--- src/rtl/reg_file_dumper.sv ---
// Debug observation port: walks a wrapping register-file address range through one
// read port and streams {address, data} pairs over valid/ready with a running XOR checksum.
module reg_file_dumper #(
    parameter int AW = 5,
    parameter int DW = 32
) (
    input  logic          clk,
    input  logic          rst,
    input  logic          start,
    input  logic [AW-1:0] first_addr,
    input  logic [AW-1:0] last_addr,
    output logic [AW-1:0] rf_addr,
    input  logic [DW-1:0] rf_data,
    output logic          out_valid,
    input  logic          out_ready,
    output logic [AW-1:0] out_addr,
    output logic [DW-1:0] out_data,
    output logic          busy,
    output logic          done,
    output logic [DW-1:0] checksum
);

    typedef enum logic [1:0] {IDLE, READ, HOLD, DONE} state_t;

    state_t        state;
    state_t        state_nxt;
    logic [AW-1:0] cnt;
    logic [AW-1:0] end_addr;
    logic          accept;

    assign accept = (state == HOLD) && out_ready;

    // NOTE: sequential state uses non-blocking (<=) so every register samples pre-edge values.
    always_ff @(posedge clk) begin
        if (!rst) state <= IDLE;
        else      state <= state_nxt;
    end

    // NOTE: every output gets a default first so no path through the case infers a latch.
    always_comb begin
        state_nxt = state;
        rf_addr   = '0;
        out_valid = 1'b0;
        busy      = 1'b1;
        done      = 1'b0;
        case (state)
            IDLE: begin
                busy = 1'b0;
                if (start) state_nxt = READ;
            end
            READ: begin
                rf_addr   = cnt;
                state_nxt = HOLD;
            end
            HOLD: begin
                out_valid = 1'b1;
                if (out_ready) state_nxt = (cnt == end_addr) ? DONE : READ;
            end
            DONE: begin
                done      = 1'b1;
                state_nxt = IDLE;
            end
            default: state_nxt = IDLE;
        endcase
    end

    // Word is snapshotted in READ, so register-file writes during HOLD do not disturb it.
    always_ff @(posedge clk) begin
        if (!rst) begin
            cnt      <= '0;
            end_addr <= '0;
            out_addr <= '0;
            out_data <= '0;
            checksum <= '0;
        end else begin
            case (state)
                IDLE: begin
                    if (start) begin
                        cnt      <= first_addr;
                        end_addr <= last_addr;
                        checksum <= '0;
                    end
                end
                READ: begin
                    out_addr <= cnt;
                    out_data <= rf_data;
                end
                HOLD: begin
                    if (accept) begin
                        checksum <= checksum ^ out_data;
                        if (cnt != end_addr) cnt <= cnt + AW'(1);
                    end
                end
                default: ;
            endcase
        end
    end

endmodule

--- config.mk ---
export PLATFORM = sky130hd
export DESIGN_NAME = reg_file_dumper
export DESIGN_NICKNAME = d
export VERILOG_FILES = /design/src/rtl/reg_file_dumper.sv
export SDC_FILE = /design/constraint.sdc
export NUM_CORES = 1
export LEC_CHECK = 0
export ABC_AREA = 1
export CAP_MARGIN = 15
export CORE_AREA = 5 5 82 114
export CTS_BUF_LIST = sky130_fd_sc_hd__clkbuf_4 sky130_fd_sc_hd__clkbuf_8 sky130_fd_sc_hd__clkbuf_16
export CTS_CLUSTER_SIZE = 14
export DETAILED_ROUTE_END_ITERATION = 10
export DIE_AREA = 0 0 87 119
export GPL_TIMING_DRIVEN = 0
export MAX_ROUTING_LAYER = met4
export PLACE_DENSITY_LB_ADDON = 0.08
export RECOVER_POWER = 25
export SYNTH_ARGS = -nofsm -noshare
export SYNTH_HDL_FRONTEND = slang
export SYNTH_SLANG_ARGS = --single-unit
--- constraint.sdc ---
create_clock -name clk -period 4.2 [get_ports clk]
set_clock_uncertainty 0.2 [all_clocks]
set_input_delay 0.42 -clock clk [delete_from_list [all_inputs] [get_ports clk]]
set_output_delay 0.42 -clock clk [all_outputs]
set_load 0.005 [all_outputs]
==> impl_metrics.csv, run 1 <==
group,metric,value,unit
floorplanning,start_util,0.393,
clock_tree,clk_latency,0.33,ns
pwr,switchingPower,0.564,mW
timing,tightestPinTransition,0.544,ns
clock_tree,cts_setup_buffers,0,
pwr,netSwitchingFraction,0.267,
clock_tree,cts.clk_slew.worst_paths,0.05,ns
yosys,synthCells,426,
timing,setup-tns-final,0,ns
yosys,synth_compound_area_frac,0.138,
placed_design,place_congestion,0.835,
global_routing,grtUsageTotal,0.195,
critical_path,crit_type,"register to output port",
flow_run,max_cap_viol_count,0,
critical_path,rrSetupSlack,1.82,ns
yosys,synth_top_area_cell,"dfxtp_1",
pwr,seq_power_share,0.426,
yosys,synth_seq_cells,81,
critical_path,required,3.58,ns
global_routing,grtUsageMet2,0.330,
timing,hold_violations,0,
yosys,synth_mux_area_frac,0,
pwr,power.density,438,nW/um2
timing,setup_slack,1.30,ns
critical_path,startpoint_type,"register",
global_routing,antenna_found_initial,0,
yosys,synth_fp_nets,473,
placed_design,place_ws,1.72,ns
critical_path,reg2reg_depth,8,
cells_and_area,fin_nets,605,
critical_path,r2r-end,"checksum[22]",
hold_path,hold_path_class,"register to register",
cells_and_area,fillerInstances,774,
global_routing,top_usage_layer,"met2",
floorplanning,die_w,87,um
clock_tree,cts_tree,"built",
yosys,yosysSeqAreaShare,0.506,
placed_design,placed_cells,649,
timing,clock.fmax,344,MHz
routing,route.detailed.drc,0,
timing,period_needed,2.90,ns
clock_tree,cts_resized,0,
yosys,synth_area,3200,um2
clock_tree,postCtsHoldBufs,0,
clock_tree,cts_root_buf,"clkbuf_16",
global_routing,grt_pass1_wl,15400,um
yosys,yosys_warnings,0,
hold_path,min_path_cells,2,
outcome,status,"completed",
clock_tree,h-tree-depth,3,
floorplanning,die_y,119,um
pwr,fin_total_pwr,2.11,mW
pwr,pwr-share-comb,0.204,
yosys,synth_cell_types,21,
yosys,syn_area_per_cell,7.52,um2
cells_and_area,drive_gt1_frac,0.0356,
global_routing,grt_pass1_vias,3229,
pwr,p_clk_frac,0.370,
yosys,synth_xor_area_frac,0,
routing,drt_iter0_drc,119,
critical_path,arrival,2.28,ns
timing,rsz0062_at_grt,"no",
placed_design,dpl.hpwl,7150,um
pwr,internal-power,1.55,mW
routing,route.antenna.remaining_nets,0,
timing,slew_headroom,0.636,
routing,viasPerCell,4.85,
yosys,synth_fa_ha_area_frac,0.00391,
pwr,p_leak,2.02,nW
cells_and_area,area_growth,50.4,%
yosys,synth_top_family_by_area,"simple AND/OR/NAND/NOR gates",
global_routing,met3_usage,0.0470,
floorplanning,fp.dieArea,10400,um2
critical_path,r2r_start,"state[1]",
yosys,yosys-top-cells-area,"dfxtp_1 (51%), nor2_1 (9.6%), nand2_1 (7.7%)",
critical_path,end_kind,"output port",
timing,period_share,0.692,
hold_path,holdPathEnd,"out_addr[2]",
global_routing,grt_util_met1,0.220,
pwr,ir_drop,0.307,mV
floorplanning,pin_count,123,
yosys,synth_top_area_frac,0.506,
clock_tree,clock_sinks,81,
cells_and_area,diodes,0,
clock_tree,cts_buffers,9,
floorplanning,core,8150,um2
timing,finalSetupViolCount,0,
routing,firstDrtPassIters,4,
global_routing,overflow,0,
placed_design,portBuffers,121,
timing,drv_slew,0,
global_routing,grt_max_degree,13,
cells_and_area,stdcell_count,664,
floorplanning,rows,39,
routing,vias,3220,
hold_path,min_from,"out_addr[2]",
clock_tree,clk_path_buf_depth,2,
critical_path,cp_max_fo,10,
yosys,yosys.area_share.simple,0.290,
routing,routed_wl,9470,um
routing,avgRoutedWirePerCell,14.3,um
[cell usage in the layout (no fill, tap or decap)]
| cell type | count |
|---|---|
| nand3b_1 | 1 |
| dlygate4sd3_1 | 23 |
| or2_0 | 11 |
| ha_1 | 1 |
| clkbuf_8 | 2 |
| clkbuf_1 | 18 |
| dfxtp_1 | 81 |
| nor3_1 | 22 |
| a21oi_1 | 46 |
| nand3_1 | 5 |
| nor2_1 | 83 |
| buf_1 | 1 |
| or2_2 | 1 |
| bufinv_16 | 1 |
| clkdlybuf4s50_1 | 98 |
| o21ai_0 | 42 |
| inv_1 | 21 |
| nand2_1 | 68 |
| clkbuf_16 | 9 |
| clkinv_2 | 2 |
| and3_1 | 21 |
| clkbuf_4 | 1 |
| buf_6 | 3 |
| inv_2 | 1 |
[final cells by class]
cell class,instances,area (um2),share of cell area
plain buffers,22,105,0.0218
repair buffers,121,1210,0.251
well taps,102,128,0.0265
clock buffers,12,260,0.0540
inverters,22,82.6,0.0171
multi-input cells,301,1370,0.284
flip-flops and latches,81,1620,0.337
clock inverters,3,40.0,0.00831
[sequential cells by signal (all words and copies together), names as in the netlist]
name,count
checksum,32
out_addr,5
end_addr,5
state,2
cnt,5
out_data,32
[cells in the mapped netlist]
cell type  instances
buf_4              1
o21ai_0           42
a21oi_1           46
nand2_2            2
ha_1               1
nor2_4             1
nand2_1           66
buf_2              1
nand3_1            5
inv_1             20
or2_2              1
nand3b_1           1
and3_1            21
nor3_1            22
clkbuf_1          15
buf_6              4
nor2_1            82
or2_0             11
dfxtp_1           81
buf_1              1
inv_2              2
[worst max-delay path by stage]
stage / endpoint / startpoint / cells past startpoint
floorplan: rf_addr[1] / state[0] / 5
global placement: rf_addr[1] / state[0] / 6
detailed placement: rf_addr[1] / state[0] / 6
CTS: rf_addr[1] / state[0] / 6
global route: rf_addr[1] / state[0] / 6
finish: rf_addr[1] / state[0] / 6
[cell families after synthesis]
| logic type | after synthesis |
|---|---|
| buf+inv | 44 |
| flops | 81 |
| fa+ha+maj | 1 |
| compound gates | 88 |
| simple gates | 212 |
[critical path, stage by stage (launching register included)]
cell and delay [ns]:
dfxtp_1 0.35, inv_1 0.08, nor2_1 0.35, inv_1 0.20, clkbuf_1 0.26, nor2_1 0.19, clkdlybuf4s50_1 0.53
[through the flow]
step,hold slack [ns],utilization,area (um2)
3_3_place_gp,0.251,0.557,4540
3_5_place_dp,0.254,0.557,4540
2_1_floorplan,0.244,-,3200
6_report,0.262,0.591,4820
5_1_grt,0.280,0.591,4820
4_1_cts,0.263,0.594,4840
[per-layer routing]
metal	vias to the layer above	part of all wire	wire length (um)
met5	-	0	0
met4	0	0.014	133
met3	11	0.061	575
met2	89	0.50	4780
met1	1467	0.42	3980
li1	1653	-	-
[power groups by stage]
stage | clock [mW] | sequential [mW] | combinational, mW
floorplan | 0 | 0.908 | 0.213
global placement | 0 | 0.914 | 0.442
detailed placement | 0 | 0.916 | 0.448
CTS | 0.802 | 0.901 | 0.451
global route | 0.833 | 0.910 | 0.483
finish | 0.782 | 0.900 | 0.430
Note: power is estimated with default switching activity, not from simulation.
==> run 2: changes to the inputs <==
CORE_AREA = 5 5 83 116   (was 5 5 82 114)
DIE_AREA = 0 0 88 121   (was 0 0 87 119)
clock period = 2.3 ns   (was 4.2 ns; I/O delays follow)
==> run 2 against run 1 <==
Effect of this change: final area rose by 1.6%; via count is 0.34% lower; power up 90%; largest cell class unchanged; clock power grew 99%; die area grew 2.8%; first-iteration DRC count rose by 4.2%; worst setup slack worse by 1.2 ns; core utilization down 1.3 points; combinational power up 88%; final cell count up 0.75%; critical endpoint is now rf_addr[3].
==> impl_metrics.csv, run 2 (synthesis gave the netlist of run 1 again) <==
group,metric,value,unit
timing,period_needed,2.19,ns
pwr,ir_drop,0.417,mV
placed_design,place_congestion,0.818,
timing,setup_slack,0.114,ns
timing,drv_slew,0,
critical_path,cp_cell_sequence,"inv_2 -> nor2_4 -> inv_2 -> buf_6 -> nor2_1 -> clkdlybuf4s50_1",
critical_path,crit_type,"register to output port",
critical_path,critical_path.top_delay_family,"buffers and inverters",
routing,route.detailed.drc,0,
global_routing,grtUsageTotal,0.194,
timing,slew_headroom,0.654,
critical_path,worst_path_max_delay_cell,"clkdlybuf4s50_1",
clock_tree,clock_sinks,81,
critical_path,startpoint_type,"register",
pwr,p_leak,2.05,nW
pwr,fin_total_pwr,4.02,mW
floorplanning,fp.dieArea,10600,um2
hold_path,min_path_cells,3,
cells_and_area,reg.largest.list,"checksum (32), out_data (32)",
clock_tree,cts_buffers,9,
critical_path,arrival,1.76,ns
cells_and_area,diodes,0,
critical_path,required,1.87,ns
clock_tree,cts_root_buf,"clkbuf_16",
flow_run,max_cap_viol_count,0,
pwr,power.density,821,nW/um2
cells_and_area,mostFrequentLayoutCells,"clkdlybuf4s50_1 (99), nor2_1 (80), dfxtp_1 (80), nand2_1 (66), a21oi_1 (46)",
critical_path,cp_max_fo,10,
timing,finalSetupViolCount,0,
global_routing,grt_max_degree,14,
critical_path,cpMostUsedCell,"inv_2",
placed_design,dpl_cell_area,4550,um2
hold_path,min_from,"rst",
timing,clock.fmax,457,MHz
critical_path,cp.buffers_inverters,4,
global_routing,grt_pass1_wl,15300,um
critical_path,end_kind,"output port",
placed_design,dpl.hpwl,7280,um
routing,routed_wl,9870,um
cells_and_area,area_growth,52.8,%
floorplanning,rows,40,
outcome,status,"completed",
critical_path,max_stage_delay,0.52,ns
floorplanning,core,8460,um2
routing,viasPerCell,4.80,
floorplanning,die_w,88,um
global_routing,grt_pass1_vias,3139,
clock_tree,clk_latency,0.33,ns
routing,firstDrtPassIters,4,
clock_tree,cts.clk_slew.worst_paths,0.06,ns
timing,tightestPinTransition,0.519,ns
routing,drt_iter0_drc,124,
cells_and_area,fin_nets,606,
timing,setup-tns-final,0,ns
floorplanning,pin_count,123,
hold_path,hold_path_class,"primary input to register",
critical_path,rrSetupSlack,0.36,ns
routing,avgRoutedWirePerCell,14.7,um
timing,period_share,0.951,
floorplanning,die_y,121,um
global_routing,overflow,0,
placed_design,place_ws,-0.0167,ns
critical_path,cp.depth,6,
clock_tree,h-tree-depth,3,
routing,route.antenna.remaining_nets,0,
cells_and_area,stdcell_area,4890,um2
critical_path,reg2reg_depth,7,
placed_design,placed_cells,652,
placed_design,portBuffers,121,
routing,vias,3209,
global_routing,antenna_found_initial,0,
critical_path,r2r-end,"checksum[10]",
floorplanning,start_util,0.379,
cells_and_area,drive_gt1_frac,0.0550,
cells_and_area,final_common_cell,"clkdlybuf4s50_1",
timing,hold_violations,0,
cells_and_area,stdcell_count,669,
timing,hold-worst-slack,0.0967,ns
cells_and_area,final_util,0.579,
clock_tree,cts_tree,"built",
critical_path,r2r_start,"state[1]",
timing,rsz0062_at_grt,"no",
hold_path,holdPathEnd,"end_addr[1]",
clock_tree,clk_path_buf_depth,2,
-- run 2: changes by cell type in the layout (fill, tap and decap cells not counted), moves of 2 or more --
cell / change
clkbuf_1: -2
dlygate4sd3_1: -2
nand2_1: -2
nand2_2: +2
nor2_1: -3
nor2_4: +2
-- run 2: worst max path at each step --
stage              from            to  slack [ns]
2_1_floorplan  state[1]  checksum[22]        0.80
3_3_place_gp   state[0]    rf_addr[2]        0.05
3_5_place_dp   state[0]    rf_addr[2]       -0.02
4_1_cts        state[0]    rf_addr[2]        0.03
5_1_grt        state[0]    rf_addr[3]        0.03
6_report       state[0]    rf_addr[3]        0.11
-- run 2: power breakdown --
group	switching [mW]	total [mW]	internal, mW
sequential	0.113	1.65	1.54
clock	0.555	1.56	1.01
combinational	0.409	0.810	0.401
total	1.08	4.02	2.94
-- run 2: repair_timing --
| action | in CTS | in global routing |
|---|---|---|
| resized for setup | 3 | 3 |
| hold buffers | 0 | 0 |
| pin swaps | 1 | 0 |
| gates cloned | 0 | 0 |
| buffers inserted | 1 | 0 |
| setup endpoints to repair | 5 | 3 |
| hold endpoints to repair | 0 | 0 |
-- run 2: worst min-delay path, delay by kind of cell --
family                 cells  cell delay, ns
AOI/OAI and AO/OA          2            0.16
buffers and inverters      1            0.18
-- run 2: area by class of cell --
| class | count | area (um2) |
|---|---|---|
| fill | 790 | 3560 |
| sequential | 81 | 1620 |
| multi-input combinational | 301 | 1390 |
| timing repair buffer | 122 | 1220 |
| clock buffer | 11 | 253 |
| tap | 105 | 131 |
| buffer | 22 | 118 |
| inverter | 22 | 82.6 |
| clock inverter | 5 | 77.6 |
-- run 2: per-layer routing --
metal | wire (um) | global-route usage | vias to the layer above
li1 | - | - | 1657
met1 | 4050 | 0.219 | 1457
met2 | 5100 | 0.326 | 83
met3 | 597 | 0.0571 | 12
met4 | 123 | 0.0595 | 0
met5 | 0 | - | -
==> RTL change: new RTL, flow settings as in run 1 <==
`DW`: 32 -> 24.
--- a/src/rtl/reg_file_dumper.sv
+++ b/src/rtl/reg_file_dumper.sv
@@ -3,5 +3,5 @@
 module reg_file_dumper #(
     parameter int AW = 5,
-    parameter int DW = 32
+    parameter int DW = 24
 ) (
     input  logic          clk,
Ports: changed (resized checksum, out_data and rf_data); port bits go from 123 to 99. No check against the original RTL was run, so the function may have changed too.
==> RTL change against run 1 <==
Routed wire length fell by 16%. Synthesized area fell by 18%. Highest routed layer unchanged. Hold slack got worse by 0.65 ps. Critical path type is now flip-flop to flip-flop. Final area fell by 18%. Power fell by 17%. Clock power fell by 15%. Worst setup slack improved by 88 ps. Sequential cell count fell by 16.
==> RTL change: results (changes against run 1) <==
- Vias in the first global route: 2559 (-21%)
- Part of the Yosys area used for sequential elements: 49.5% (-1.1 points)
- Root buffer cell: clkbuf_16
- Yosys cell types: 22 (+4.8%)
- Filler cell count in the final layout: 821 (+6.1%)
- Leakage Power: 1.68 nW (-17%)
- Hold depth: 2 (unchanged)
- Reg2Reg Depth: 8 (unchanged)
- Post-synth net total: 391 (-17%)
- Max_slew headroom: 57.6% (-6.0 points)
- Hold Path Class: flip-flop to flip-flop
- Critical path arrival: 2860 ps (+580 ps)
- H-tree depth: 3 (unchanged)
- Clock Tree Buf Depth: 2 (unchanged)
- Share of cells above drive strength 1: 4.95% (+1.4 points)
- Largest net degree at the start of global routing: 11 (-2)
- Cells resized by post-CTS repair: 0 (unchanged)
- Placer Congestion: 0.775 (-7.2%)
- Synth async-reset ratio: 0% (unchanged)
- Routed wire length: 8000 microns (-16%)
- Post-detail-place hpwl: 5890 microns (-18%)
- First-pass GRT wire length: 12600 microns (-18%)
- Commonest cells in the netlist: dfxtp_1, nor2_1, nand2_1, a21oi_1, o21ai_0
- Cts bufs inserted: 9 (unchanged)
- Port bufs: 97 (-20%)
- Outcome: completed
- Worst-Skew Late Latency: 320 ps
- Via count: 2608 (-19%)
- GRT Util Overall: 16.0% (-3.5 points)
- Synth top area cells: dfxtp_1, nor2_1, nand2_1, a21oi_1, o21ai_0
- Reg-to-reg slack, setup: 1380 ps (-440 ps)
- Initial DRC count: 128 (+7.6%)
- Worst-path clk slew: 50 ps (about the same)
- Hold Path Origin: out_addr[0]
- Setup bufs post-CTS: 0 (unchanged)
- # diodes: 0 (unchanged)
- Initial DRT Pass Iterations: 4 (unchanged)
- Critical R2R Capture: checksum[9]
- Ys Warns: 0 (unchanged)
- Net Sw Frac: 27.8% (+1.1 points)
- WHS Endpoint: out_addr[0]
- Placed Area: 0.00372 sq mm (-18%)
- Fin nets: 499 (-18%)
- Initial antenna violation count: 0 (unchanged)
- Reg-to-Reg Start: state[1]
- Largest regs: checksum x24, out_data x24
- Maximum vdd drop: 220 uV (-28%)
- CP max FO: 10 (unchanged)
==> RTL change: cell families (layout without fill, tap and decap cells) <==
kind of cell / after synthesis / after routing / synth area share (%)
AO/OA/AOI/OAI: 73 / 73 / 13.9
adder cells (fa/ha/maj): 1 / 1 / 0.476
buffers and inverters: 41 / 154 / 7.05
flip-flops: 65 / 65 / 49.5
AND/OR/NAND/NOR: 172 / 172 / 29.0
==> RTL change: power groups by stage <==
stage / combinational [mW] / sequential [mW] / clock (mW)
after floorplan: 0.185 / 0.732 / 0
after global placement: 0.376 / 0.737 / 0
after detailed placement: 0.379 / 0.739 / 0
after CTS: 0.381 / 0.727 / 0.685
after global routing: 0.401 / 0.734 / 0.712
final: 0.357 / 0.725 / 0.666
==> RTL change: how the worst max path moves through the flow <==
stage / cells past startpoint / endpoint / startpoint
after CTS: 5 / rf_addr[1] / state[0]
after floorplan: 4 / rf_addr[0] / state[0]
final: 8 / checksum[9] / state[1]
after detailed placement: 5 / rf_addr[1] / state[0]
after global routing: 8 / checksum[11] / state[1]
after global placement: 5 / rf_addr[1] / state[0]
==> RTL change: final cells by class <==
| type | instances | area [sq um] | area share, % |
|---|---|---|---|
| tap | 102 | 128 | 3.23 |
| inverter | 24 | 90.1 | 2.28 |
| buffer | 17 | 70.1 | 1.77 |
| timing repair buffer | 97 | 971 | 24.6 |
| clock buffer | 12 | 248 | 6.27 |
| multi-input combinational | 246 | 1120 | 28.4 |
| clock inverter | 4 | 20.0 | 0.507 |
| sequential | 65 | 1300 | 33.0 |
==> RTL change: through the flow <==
| step | instances | hold WS (ps) | setup slack, ps |
|---|---|---|---|
| after floorplan | 352 | 244 | 2590 |
| after global placement | 551 | 253 | 1800 |
| after detailed placement | 551 | 258 | 1780 |
| after CTS | 567 | 265 | 1430 |
| after global routing | 567 | 290 | 1030 |
| final | 567 | 261 | 1380 |
==> RTL change: layer usage <==
metal / vias to the layer above / GRT usage, % / wire, microns
met2: 71 / 26.9 / 4100
li1: 1365 / - / -
met1: 1164 / 18.8 / 3370
met3: 8 / 2.90 / 411
met4: 0 / 5.56 / 113
met5: - / - / 0
==> RTL change: worst max-delay path: stages, from the launching register on <==
cell and delay [ps]:
dfxtp_1 370, inv_1 90, nor2_1 500, nand2_1 150, nand2_1 130, clkbuf_1 450
clkbuf_1 540, a21oi_1 130, nor3_1 190
